[src/rtl/strng_core_mc.sv]
// Multi-channel self-timed-ring TRNG core: ring sampling, XOR compression,
// optional decimation, repetition-count health test, word packing and output FIFO.

module strng_str #(
    parameter int             LEN      = 8,
    parameter logic [LEN-1:0] INIT     = 8'b01010000,
    parameter bit             NEG_EDGE = 1'b0
) (
    input  logic           i_clk,
    input  logic           i_rstn,
    output logic [LEN-1:0] o_c
);
    // Token-flow model of the ring: each stage acts as a C-element that copies
    // its forward neighbour whenever that neighbour differs from the reverse one.
    logic [LEN-1:0] r_c;
    logic [LEN-1:0] w_nxt;

    for (genvar k = 0; k < LEN; k++) begin : g_stg
        localparam int KF = (k + LEN - 1) % LEN;
        localparam int KR = (k + 1) % LEN;
        assign w_nxt[k] = (r_c[KF] != r_c[KR]) ? r_c[KF] : r_c[k];
    end

    if (NEG_EDGE) begin : g_neg
        always_ff @(negedge i_clk or negedge i_rstn) begin
            if (!i_rstn) r_c <= INIT;
            else         r_c <= w_nxt;
        end
    end else begin : g_pos
        always_ff @(posedge i_clk or negedge i_rstn) begin
            if (!i_rstn) r_c <= INIT;
            else         r_c <= w_nxt;
        end
    end

    assign o_c = r_c;
endmodule

module strng_core_mc #(
    parameter int                 STR_LEN    = 8,
    parameter logic [STR_LEN-1:0] STR_INIT   = 8'b01010000,
    parameter int                 NUM_CH     = 2,
    parameter int                 DECIM      = 4,
    parameter int                 OUT_W      = 32,
    parameter int                 FIFO_DEPTH = 4,
    parameter int                 WARMUP_CYC = 64,
    parameter int                 RCT_CUTOFF = 32
) (
    input  logic                          clk,
    input  logic                          rstn,
    input  logic                          en,
    input  logic                          raw_mode,
    input  logic                          tst_en,
    input  logic                          tst_bit,
    output logic [OUT_W-1:0]              rnd_data,
    output logic                          rnd_valid,
    input  logic                          rnd_ready,
    output logic [$clog2(FIFO_DEPTH):0]   fifo_level,
    output logic                          hlt_fail,
    output logic                          busy
);
    localparam int PTR_W  = $clog2(FIFO_DEPTH);
    localparam int LVL_W  = PTR_W + 1;
    localparam int BIT_W  = $clog2(OUT_W);
    localparam int DCNT_W = $clog2(DECIM) + 1;
    localparam int WARM_W = $clog2(WARMUP_CYC) + 1;
    localparam int RCT_W  = $clog2(RCT_CUTOFF + 1);
    localparam int NBITS  = NUM_CH * STR_LEN;

    localparam logic [1:0] S_IDLE   = 2'd0;
    localparam logic [1:0] S_WARMUP = 2'd1;
    localparam logic [1:0] S_RUN    = 2'd2;
    localparam logic [1:0] S_FAIL   = 2'd3;

    localparam logic [WARM_W-1:0] WARM_LOAD = WARM_W'(WARMUP_CYC - 1);
    localparam logic [BIT_W-1:0]  BIT_LAST  = BIT_W'(OUT_W - 1);
    localparam logic [DCNT_W-1:0] DEC_LAST  = DCNT_W'(DECIM - 1);
    localparam logic [RCT_W-1:0]  RCT_CUT   = RCT_W'(RCT_CUTOFF);
    localparam logic [LVL_W-1:0]  LVL_FULL  = LVL_W'(FIFO_DEPTH);

    logic              r_en_q;
    logic              w_ring_rstn;
    logic [NBITS-1:0]  w_sync;
    logic              r_raw;

    always_ff @(posedge clk or negedge rstn) begin
        if (!rstn) r_en_q <= 1'b0;
        else       r_en_q <= en;
    end

    assign w_ring_rstn = rstn & r_en_q;

    for (genvar ch = 0; ch < NUM_CH; ch++) begin : g_ch
        logic [STR_LEN-1:0] w_a;
        logic [STR_LEN-1:0] w_b;

        strng_str #(.LEN(STR_LEN), .INIT(STR_INIT), .NEG_EDGE(1'b0)) u_ring_a (
            .i_clk(clk), .i_rstn(w_ring_rstn), .o_c(w_a)
        );
        strng_str #(.LEN(STR_LEN), .INIT(STR_INIT), .NEG_EDGE(1'b1)) u_ring_b (
            .i_clk(clk), .i_rstn(w_ring_rstn), .o_c(w_b)
        );

        for (genvar i = 0; i < STR_LEN; i++) begin : g_bit
            logic r_s0, r_s1, r_s2, r_s3, r_sync;

            // Stages 0/1 live in the ring-B edge domain, stage 2 in the stage-0 domain.
            always_ff @(posedge w_b[i] or negedge rstn) begin
                if (!rstn) begin
                    r_s0 <= 1'b0;
                    r_s1 <= 1'b0;
                end else begin
                    r_s0 <= w_a[i];
                    r_s1 <= ~r_s1;
                end
            end

            always_ff @(posedge r_s0 or negedge rstn) begin
                if (!rstn) r_s2 <= 1'b0;
                else       r_s2 <= r_s1;
            end

            always_ff @(posedge clk or negedge rstn) begin
                if (!rstn) begin
                    r_s3   <= 1'b0;
                    r_sync <= 1'b0;
                end else begin
                    r_s3   <= r_s2;
                    r_sync <= r_s3;
                end
            end

            assign w_sync[ch*STR_LEN + i] = r_sync;
        end
    end

    always_ff @(posedge clk or negedge rstn) begin
        if (!rstn) r_raw <= 1'b0;
        else       r_raw <= tst_en ? tst_bit : ^w_sync;
    end

    logic [1:0]        r_state;
    logic [WARM_W-1:0] r_warm;
    logic              r_raw_mode;
    logic [DCNT_W-1:0] r_dcnt;
    logic              r_acc;
    logic [BIT_W-1:0]  r_bitcnt;
    logic [OUT_W-1:0]  r_sr;
    logic              r_prev;
    logic              r_have_prev;
    logic [RCT_W-1:0]  r_rct;
    logic              r_pend;
    logic              r_hlt_fail;

    logic [OUT_W-1:0]  r_mem [FIFO_DEPTH];
    logic [PTR_W-1:0]  r_wptr;
    logic [PTR_W-1:0]  r_rptr;
    logic [LVL_W-1:0]  r_level;

    logic              w_valid, w_full, w_pop;
    logic              w_dstrobe, w_d, w_word_done, w_rct_fail;
    logic              w_push_new, w_push_pend, w_push;
    logic [DCNT_W-1:0] w_dlast;
    logic [OUT_W-1:0]  w_word, w_push_data;
    logic [RCT_W-1:0]  w_rct_next;

    assign w_valid     = (r_level != '0);
    assign w_full      = (r_level == LVL_FULL);
    assign w_pop       = w_valid & rnd_ready;
    assign w_dlast     = r_raw_mode ? '0 : DEC_LAST;
    assign w_dstrobe   = en && (r_state == S_RUN) && !r_pend && (r_dcnt == w_dlast);
    assign w_d         = r_acc ^ r_raw;
    assign w_word      = {r_sr[OUT_W-2:0], w_d};
    assign w_rct_next  = (r_have_prev && (w_d == r_prev)) ? r_rct + RCT_W'(1) : RCT_W'(1);
    assign w_rct_fail  = w_dstrobe && (w_rct_next == RCT_CUT);
    assign w_word_done = w_dstrobe && (r_bitcnt == BIT_LAST);
    // A fresh word may use a slot freed by a same-cycle pop; a held word waits for a non-full cycle.
    assign w_push_new  = w_word_done && !w_rct_fail && (!w_full || w_pop);
    assign w_push_pend = en && (r_state == S_RUN) && r_pend && !w_full;
    assign w_push      = w_push_new | w_push_pend;
    assign w_push_data = r_pend ? r_sr : w_word;

    always_ff @(posedge clk or negedge rstn) begin
        if (!rstn) begin
            r_state     <= S_IDLE;
            r_warm      <= '0;
            r_raw_mode  <= 1'b0;
            r_dcnt      <= '0;
            r_acc       <= 1'b0;
            r_bitcnt    <= '0;
            r_sr        <= '0;
            r_prev      <= 1'b0;
            r_have_prev <= 1'b0;
            r_rct       <= '0;
            r_pend      <= 1'b0;
            r_hlt_fail  <= 1'b0;
        end else if (!en) begin
            r_state     <= S_IDLE;
            r_warm      <= '0;
            r_dcnt      <= '0;
            r_acc       <= 1'b0;
            r_bitcnt    <= '0;
            r_sr        <= '0;
            r_prev      <= 1'b0;
            r_have_prev <= 1'b0;
            r_rct       <= '0;
            r_pend      <= 1'b0;
            r_hlt_fail  <= 1'b0;
        end else begin
            case (r_state)
                S_IDLE: begin
                    r_state    <= S_WARMUP;
                    r_warm     <= WARM_LOAD;
                    r_raw_mode <= raw_mode;
                end
                S_WARMUP: begin
                    if (r_warm == '0) r_state <= S_RUN;
                    else              r_warm  <= r_warm - WARM_W'(1);
                end
                S_RUN: begin
                    if (w_rct_fail) begin
                        r_state    <= S_FAIL;
                        r_hlt_fail <= 1'b1;
                    end else if (r_pend) begin
                        if (w_push_pend) r_pend <= 1'b0;
                    end else if (w_dstrobe) begin
                        r_acc       <= 1'b0;
                        r_dcnt      <= '0;
                        r_sr        <= w_word;
                        r_prev      <= w_d;
                        r_have_prev <= 1'b1;
                        r_rct       <= w_rct_next;
                        r_bitcnt    <= (r_bitcnt == BIT_LAST) ? '0 : r_bitcnt + BIT_W'(1);
                        if (w_word_done && !w_push_new) r_pend <= 1'b1;
                    end else begin
                        r_acc  <= r_acc ^ r_raw;
                        r_dcnt <= r_dcnt + DCNT_W'(1);
                    end
                end
                default: ;
            endcase
        end
    end

    // Health failure flushes the FIFO in the same cycle, overriding push and pop.
    always_ff @(posedge clk or negedge rstn) begin
        if (!rstn) begin
            r_wptr  <= '0;
            r_rptr  <= '0;
            r_level <= '0;
        end else if (w_rct_fail) begin
            r_wptr  <= '0;
            r_rptr  <= '0;
            r_level <= '0;
        end else begin
            if (w_push) r_wptr <= r_wptr + PTR_W'(1);
            if (w_pop)  r_rptr <= r_rptr + PTR_W'(1);
            case ({w_push, w_pop})
                2'b10:   r_level <= r_level + LVL_W'(1);
                2'b01:   r_level <= r_level - LVL_W'(1);
                default: ;
            endcase
        end
    end

    always_ff @(posedge clk) begin
        if (w_push) r_mem[r_wptr] <= w_push_data;
    end

    assign rnd_valid  = w_valid;
    assign rnd_data   = w_valid ? r_mem[r_rptr] : '0;
    assign fifo_level = r_level;
    assign hlt_fail   = r_hlt_fail;
    assign busy       = (r_state == S_WARMUP) | (r_state == S_RUN);
endmodule

[config.mk]
export PLATFORM = sky130hd
export DESIGN_NAME = strng_core_mc
export DESIGN_NICKNAME = d
export VERILOG_FILES = /design/src/rtl/strng_core_mc.sv
export SDC_FILE = /design/constraint.sdc
export NUM_CORES = 1
export LEC_CHECK = 0
export ABC_CLOCK_PERIOD_IN_PS = 3100
export CAP_MARGIN = 40
export CORE_ASPECT_RATIO = 1.4
export CORE_MARGIN = 3
export CORE_UTILIZATION = 55
export CTS_CLUSTER_SIZE = 25
export DETAILED_ROUTE_END_ITERATION = 12
export GPL_TIMING_DRIVEN = 0
export PLACE_DENSITY = 0.7
export SKIP_LAST_GASP = 1
export SLEW_MARGIN = 15
export SYNTH_ARGS = -nofsm -noshare
export SYNTH_HDL_FRONTEND = slang
export SYNTH_SLANG_ARGS = --single-unit
[constraint.sdc]
create_clock -name clk -period 3.1 [get_ports clk]
set_clock_uncertainty 0.15 [all_clocks]
set_input_delay 0.465 -clock clk [delete_from_list [all_inputs] [get_ports clk]]
set_output_delay 0.465 -clock clk [all_outputs]
set_load 0.01 [all_outputs]
==> results.json, run 1 <==
{
  "worst_ir_drop_vdd_mv": 0.4640,
  "die_y_um": 181.8,
  "status": "complete, but fails checks",
  "drt-pass1-iter-count": 5,
  "io_pins": 45,
  "stdcell_count": 1265,
  "grt_pass1_wl_mm": 37.11,
  "slowest_delay_ns": 0.57,
  "vias_per_cell": 5.459,
  "syn_area_per_cell_um2": 14.18,
  "netlist_area_um2": 12140,
  "slew_viol_final": 0,
  "synth_seq_cells": 309,
  "cts_buffer_depth": 3,
  "p_leak_nw": 6.161,
  "final_common_cell": "dfrtp_1",
  "finalSetupViolCount": 2,
  "hpwl_mm": 14.41,
  "pre_cts_ws_ns": -0.9834,
  "period_needed_ns": 3.141,
  "antenna_found_initial": 0,
  "die_area_um2": 23920,
  "cts_buffers": 25,
  "antenna_cells": 0,
  "worst_pin_slew_ns": 0.6271,
  "synth_warnings": 0,
  "drive_gt1_frac": 0.1973,
  "violations": "negative setup slack",
  "crit_type": "flip-flop to flip-flop",
  "finalCritPeriodShare": 1.013,
  "grt_pass1_vias": 7375,
  "path_max_fanout": 3,
  "r2r-end": "fifo_level[1]$_DFFE_PN0P_",
  "synthCells": 856,
  "r2r_cells": 11,
  "clk_latency_ns": 0.57,
  "rsz0062_at_grt": "true",
  "worstHoldPathType": "input pin to asynchronous set/reset pin",
  "grt.overflow.total": 0,
  "reg2reg_slack_ns": -0.04,
  "grt_max_degree": 53,
  "cts_root_buffer": "clkbuf_16",
  "fin_ws_ns": -0.04139,
  "crit_start": "r_state[0]$_DFFE_PN0P_",
  "num_vias": 6906,
  "grt.total_usage": 0.1908,
  "area_growth_pct": 18.50,
  "regToRegStartpoint": "r_state[0]$_DFFE_PN0P_",
  "cp_slowest_cell": "or4_4",
  "cts-htree-levels": 1,
  "fmax_mhz": 318.3,
  "synthArstFlopShare": 0.5858,
  "ys_types": 59,
  "die_x_um": 131.6,
  "yosysTopAreaCellShare": 0.3319,
  "cts_tree": "built",
  "unclocked_pins": 48,
  "synth-edff-count": 128,
  "port_buffers": 44,
  "ant_nets": 0,
  "critPathCaptureType": "flip-flop",
  "placed_cells": 1200,
  "drt_iter0_drc": 367,
  "nFillCells": 1549,
  "final_util": 0.6710,
  "coreArea_um2": 21440,
  "routed_wl_mm": 22.05,
  "finalPower_mw": 7.403,
  "cap_viol_max_count": 0,
  "cp.arrival_ns": 3.39,
  "clkTransAtPathRegs_ns": 0.07,
  "gp_congestion": 0.8056,
  "final_cell_mix": "dfrtp_1 (158), edfxtp_1 (128), nand2_1 (104)",
  "startpoint_type": "flip-flop",
  "synth_nets": 877,
  "synth_area_leaders": "dfrtp_1 (33%), edfxtp_1 (32%), mux4_2 (5.9%)",
  "yosysTopAreaCell": "dfrtp_1",
  "routedWlPerCell_um": 17.43,
  "worstSetupEndpoint": "fifo_level[1]$_DFFE_PN0P_",
  "maxSlewHeadroom": 0.5819,
  "synth_top_flop_cell": "dfrtp_1",
  "row_count": 63,
  "path_cells": "inv_2 > ha_4 > and4bb_2 > o21ai_4 > or4_4 > nor4_4 > o21a_2 > and3_4 > fa_2 > mux2i_1 > nor2_1",
  "untimed_endpoints": 64,
  "powerDensity_nw_per_um2": 514.6,
  "ys_seq_area_frac": 0.6905,
  "start_util": 0.5662,
  "hold_viol": 0,
  "fin_nets": 976,
  "required_ns": 3.35,
  "drcViolationCount": 0
}
[registers in the layout, indices dropped and copies added (netlist names), 3 cells and up]
| register | cells |
|---|---|
| r_mem | 128 |
| r_sr | 31 |
| g_ch.g_bit.r_s0 | 16 |
| g_ch.g_bit.r_s1 | 16 |
| g_ch.g_bit.r_s2 | 16 |
| g_ch.g_bit.r_s3 | 16 |
| g_ch.g_bit.r_sync | 16 |
| g_ch.u_ring_a.o_c | 16 |
| g_ch.u_ring_b.o_c | 16 |
| r_warm | 7 |
| r_rct | 6 |
| r_bitcnt | 5 |
| fifo_level | 3 |
| r_dcnt | 3 |
[worst min-delay path by stage]
stage | depth (start not counted) | slack [ns] | to
2_1_floorplan | 0 | 0.02 | fifo_level[0]$_DFFE_PN0P_
3_3_place_gp | 0 | 0.18 | g_ch[1].g_bit[5].r_sync$_DFF_PN0_
3_5_place_dp | 0 | 0.18 | g_ch[1].g_bit[2].r_sync$_DFF_PN0_
4_1_cts | 3 | 0.14 | r_sr[28]$_DFFE_PN0P_
5_1_grt | 1 | 0.11 | r_en_q$_DFF_PN0_
6_report | 3 | 0.12 | r_sr[28]$_DFFE_PN0P_
[routing by layer]
metal / vias up / track usage / part of all wire
met4: 0 / 0.05717 / 0.026
met2: 136 / 0.3613 / 0.55
met3: 36 / 0.02051 / 0.038
li1: 3220 / - / -
met5: - / 0 / 0
met1: 3514 / 0.2298 / 0.38
[cell usage after synthesis, types with 2 or more instances]
cell type and n:
dfrtp_1 161, edfxtp_1 128, nand2_1 104, o21ai_0 58, inv_1 46, and2_1 38
a21oi_1 35, mux2_2 35, mux4_2 32, nor2_1 31, clkbuf_1 23, xnor2_1 16
ha_1 13, dfrtn_1 12, nand3_1 12, nor2b_1 10, dfstp_2 8, nand2b_1 7
buf_1 6, xor2_1 6, mux2i_1 5, nor3_1 5, buf_2 4, maj3_1 4
nand4_1 4, o21a_1 4, a221o_1 3, and3_1 3, nand3b_1 3, o211ai_1 3
a211oi_1 2, a21boi_0 2, nor4b_1 2, o211a_1 2, o22ai_1 2, or3_1 2
or3b_2 2, or4_4 2
[through the flow]
stage,setup TNS [ns],hold WS [ns],area (um^2)
after floorplan,-52.93,0.01941,12140
after global placement,-900.22,0.1817,12950
after detailed placement,-107.14,0.1847,13150
after CTS,-0.1274,0.1415,14170
after global routing,-0.5325,0.1060,14390
final,-0.07705,0.1172,14390
[timing repair]
action | CTS | global route
gates cloned | 1 | 0
endpoints found under the hold margin | 52 | 0
gates resized for setup | 27 | 36
pin swaps | 1 | 5
setup endpoints to repair | 200 | 136
setup buffers | 3 | 12
hold buffers | 4 | 0
[where the power goes]
group	internal (mW)	switching, mW
clock	1.76	1.29
combinational	0.265	0.345
sequential	3.68	0.0693
total	5.70	1.70
[critical path, delay by kind of cell (launching register included)]
kind	cells	cell delay [ns]
muxes	1	0.14
buffers and inverters	1	0.09
and+or+nand+nor	5	1.41
AOI/OAI and AO/OA	2	0.28
DFF	1	0.40
adders and majority gates	2	0.56
[area by class of cell]
type                       count  area, um^2  area share
buffer                        31       162.7     0.01131
clock buffer                  31       689.4     0.04792
clock inverter                18       151.4     0.01052
inverter                      45       168.9     0.01174
multi-input combinational    467        3578      0.2487
sequential                   309        8387      0.5830
tap                          292       365.4     0.02540
timing repair buffer          72       883.3     0.06140
[kinds of logic (layout without fill, tap and decap cells)]
| kind of cell | count (synthesis) | after routing | synth area share |
|---|---|---|---|
| muxes | 72 | 72 | 0.09595 |
| xor gates and xnor gates | 22 | 22 | 0.01587 |
| buffers and inverters | 80 | 197 | 0.02577 |
| AOI/OAI and AO/OA | 123 | 123 | 0.05926 |
| DFF | 309 | 309 | 0.6905 |
| adders and majority gates | 18 | 18 | 0.01835 |
| and+or+nand+nor | 232 | 232 | 0.09430 |
Note: power is estimated with default switching activity, not from simulation.
==> inputs of run 2 (changes only) <==
Settings changed: ABC_CLOCK_PERIOD_IN_PS 3100 to not set.
Clock period 3.1 ns to 3.2 ns, I/O delays scaled along.
==> run 2 against run 1 <==
Non-clock buffer count decreased by 5; total power shrank 3.6%; global-route usage fell by 0.14 points; critical path type unchanged; first-iteration DRC count down 4.1%; clock-buffer cell count unchanged; worst setup slack gained 0.027 ns; the flow still finishes with violations (negative setup slack).
==> results.json, run 2 (same netlist as run 1, synthesis figures left out) <==
{
  "status": "complete, but fails checks",
  "violations": "negative setup slack",
  "crit_type": "flip-flop to flip-flop",
  "crit_family": "simple AND/OR/NAND/NOR gates",
  "die_area_um2": 23920,
  "coreArea_um2": 21440,
  "fin_nets": 971,
  "worstHoldPathType": "input pin to asynchronous set/reset pin",
  "drt_iter0_drc": 352,
  "drive_gt1_frac": 0.1829,
  "path_cells": "inv_2 > ha_4 > and4bb_2 > o21ai_2 > or4_4 > nor4_4 > o21a_2 > and3_1 > fa_1 > nand2_1 > mux2i_2 > xnor2_1 > nor2_1",
  "ant_nets": 0,
  "hpwl_mm": 14.41,
  "switching_power_mw": 1.632,
  "path_max_fanout": 4,
  "largest_reg_flops": 128,
  "critPathCaptureType": "flip-flop",
  "required_ns": 3.44,
  "grt.total_usage": 0.1894,
  "switching_share": 0.2287,
  "maxSlewHeadroom": 0.5823,
  "whs_ns": 0.1306,
  "antenna_cells": 0,
  "worst_ir_drop_vdd_mv": 0.4465,
  "grt_pass1_vias": 7362,
  "cts_buffer_depth": 3,
  "dpl_cell_area_um2": 13150,
  "area_growth_pct": 17.16,
  "untimed_endpoints": 64,
  "die_x_um": 131.6,
  "grt.overflow.total": 0,
  "vias_per_cell": 5.450,
  "p_seq_frac": 0.508,
  "p_leak_nw": 5.909,
  "slowest_delay_ns": 0.58,
  "cp_slowest_cell": "or4_4",
  "cp.arrival_ns": 3.46,
  "gp_congestion": 0.8056,
  "start_util": 0.5662,
  "cts_tree": "built",
  "cts-htree-levels": 1,
  "finalCritPeriodShare": 1.004,
  "drcViolationCount": 0,
  "num_vias": 6867,
  "port_buffers": 44,
  "drt-pass1-iter-count": 5,
  "fmax_mhz": 311.1,
  "p_comb_frac": 0.079,
  "die_y_um": 181.8,
  "row_count": 63,
  "final_common_cell": "dfrtp_1",
  "regMostFlops": "r_mem",
  "reg2reg_slack_ns": -0.01,
  "rsz0062_at_grt": "true",
  "grt_max_degree": 53,
  "period_needed_ns": 3.214,
  "powerDensity_nw_per_um2": 501.7,
  "cap_viol_max_count": 0,
  "r2r-end": "fifo_level[2]$_DFFE_PN0P_",
  "final_cell_mix": "dfrtp_1 (159), edfxtp_1 (128), nand2_1 (104)",
  "final_area_um2": 14220,
  "startpoint_type": "flip-flop",
  "antenna_found_initial": 0,
  "slew_viol_final": 0,
  "cts_buffers": 25,
  "hold_viol": 0,
  "clk_latency_ns": 0.57,
  "worst_pin_slew_ns": 0.6265,
  "io_pins": 45,
  "cts_root_buffer": "clkbuf_16",
  "grt_pass1_wl_mm": 36.88,
  "path_buf_inv": 1,
  "intPower_mw": 5.504,
  "routedWlPerCell_um": 17.26,
  "routed_wl_mm": 21.75,
  "fin_ws_ns": -0.01437,
  "unclocked_pins": 48,
  "power_frac_clock": 0.413,
  "finalSetupViolCount": 2,
  "regToRegStartpoint": "r_state[0]$_DFFE_PN0P_",
  "reg_top3": "r_mem (128), r_sr (31)",
  "crit_start": "r_state[0]$_DFFE_PN0P_",
  "r2r_cells": 13,
  "clkTransAtPathRegs_ns": 0.06
}
==> run 2: cell types whose count changed in the layout (fill, tap and decap cells not counted), sizes merged <==
| cell | before | now |
|---|---|---|
| clkdlybuf4s50 | 30 | 42 |
| dlymetal6s2s | 11 | 1 |
| buf | 37 | 34 |
| clkbuf | 53 | 51 |
| dlygate4sd2 | 2 | 0 |
==> run 2: worst max path at each step <==
stage,cells after the start,end
4_1_cts,5,rnd_data[4]
3_5_place_dp,12,fifo_level[2]$_DFFE_PN0P_
6_report,13,fifo_level[2]$_DFFE_PN0P_
3_3_place_gp,2,g_ch[1].u_ring_b.o_c[0]$_DFFE_NN0P_
5_1_grt,11,fifo_level[2]$_DFFE_PN0P_
2_1_floorplan,7,r_mem[0][0]$_DFFE_PP_
==> run 2: metal layers <==
layer / GRT usage / routed length [um] / up-vias
met5: 0 / 0 / -
li1: - / - / 3212
met1: 0.2288 / 8445 / 3500
met2: 0.3543 / 12090 / 121
met4: 0.06179 / 511 / 0
met3: 0.02190 / 704 / 34
==> run 2: power by group through the flow <==
stage	Clock (mW)	Sequential (mW)	Combinational [mW]
after global routing	3.16	3.64	0.632
after global placement	0.00972	3.69	0.501
final	2.95	3.63	0.562
after CTS	3.01	3.62	0.538
after detailed placement	0.00972	3.69	0.515
after floorplan	0.00972	3.67	0.360
==> run 2: per-stage QoR <==
stage          cells  setup WS (ns)  power (mW)    util  setup TNS [ns]
2_1_floorplan    856        -0.3135       4.044       -          -40.13
3_3_place_gp    1192         -5.993       4.202  0.6038         -872.09
3_5_place_dp    1200        -0.8984       4.216  0.6135          -91.43
4_1_cts         1252       0.005256       7.169  0.6587               0
5_1_grt         1260        -0.1442       7.429  0.6634          -1.486
6_report        1260       -0.01437       7.136  0.6634        -0.01729
==> run 2: timing repair <==
item                                    in CTS  in global routing
gates cloned                                 0                  1
hold endpoints to repair                    52                  0
resized for setup                           15                 16
hold buffers                                 4                  0
pin swaps                                    1                  3
buffers inserted                             2                  7
endpoints found under the setup margin     175                121
==> run 2: final cells by class <==
type                       count  area (um^2)
sequential                   309         8386
fill                        1562         7217
multi-input combinational    467         3526
timing repair buffer          66        790.8
clock buffer                  31        689.4
tap                          292        365.4
inverter                      45        168.9
clock inverter                18        151.4
buffer                        32        146.4
==> run 2: tightest hold or removal path, cell delays in order <==
cell    delay, ns
buf_8        0.17
buf_16       0.24
buf_16       0.26
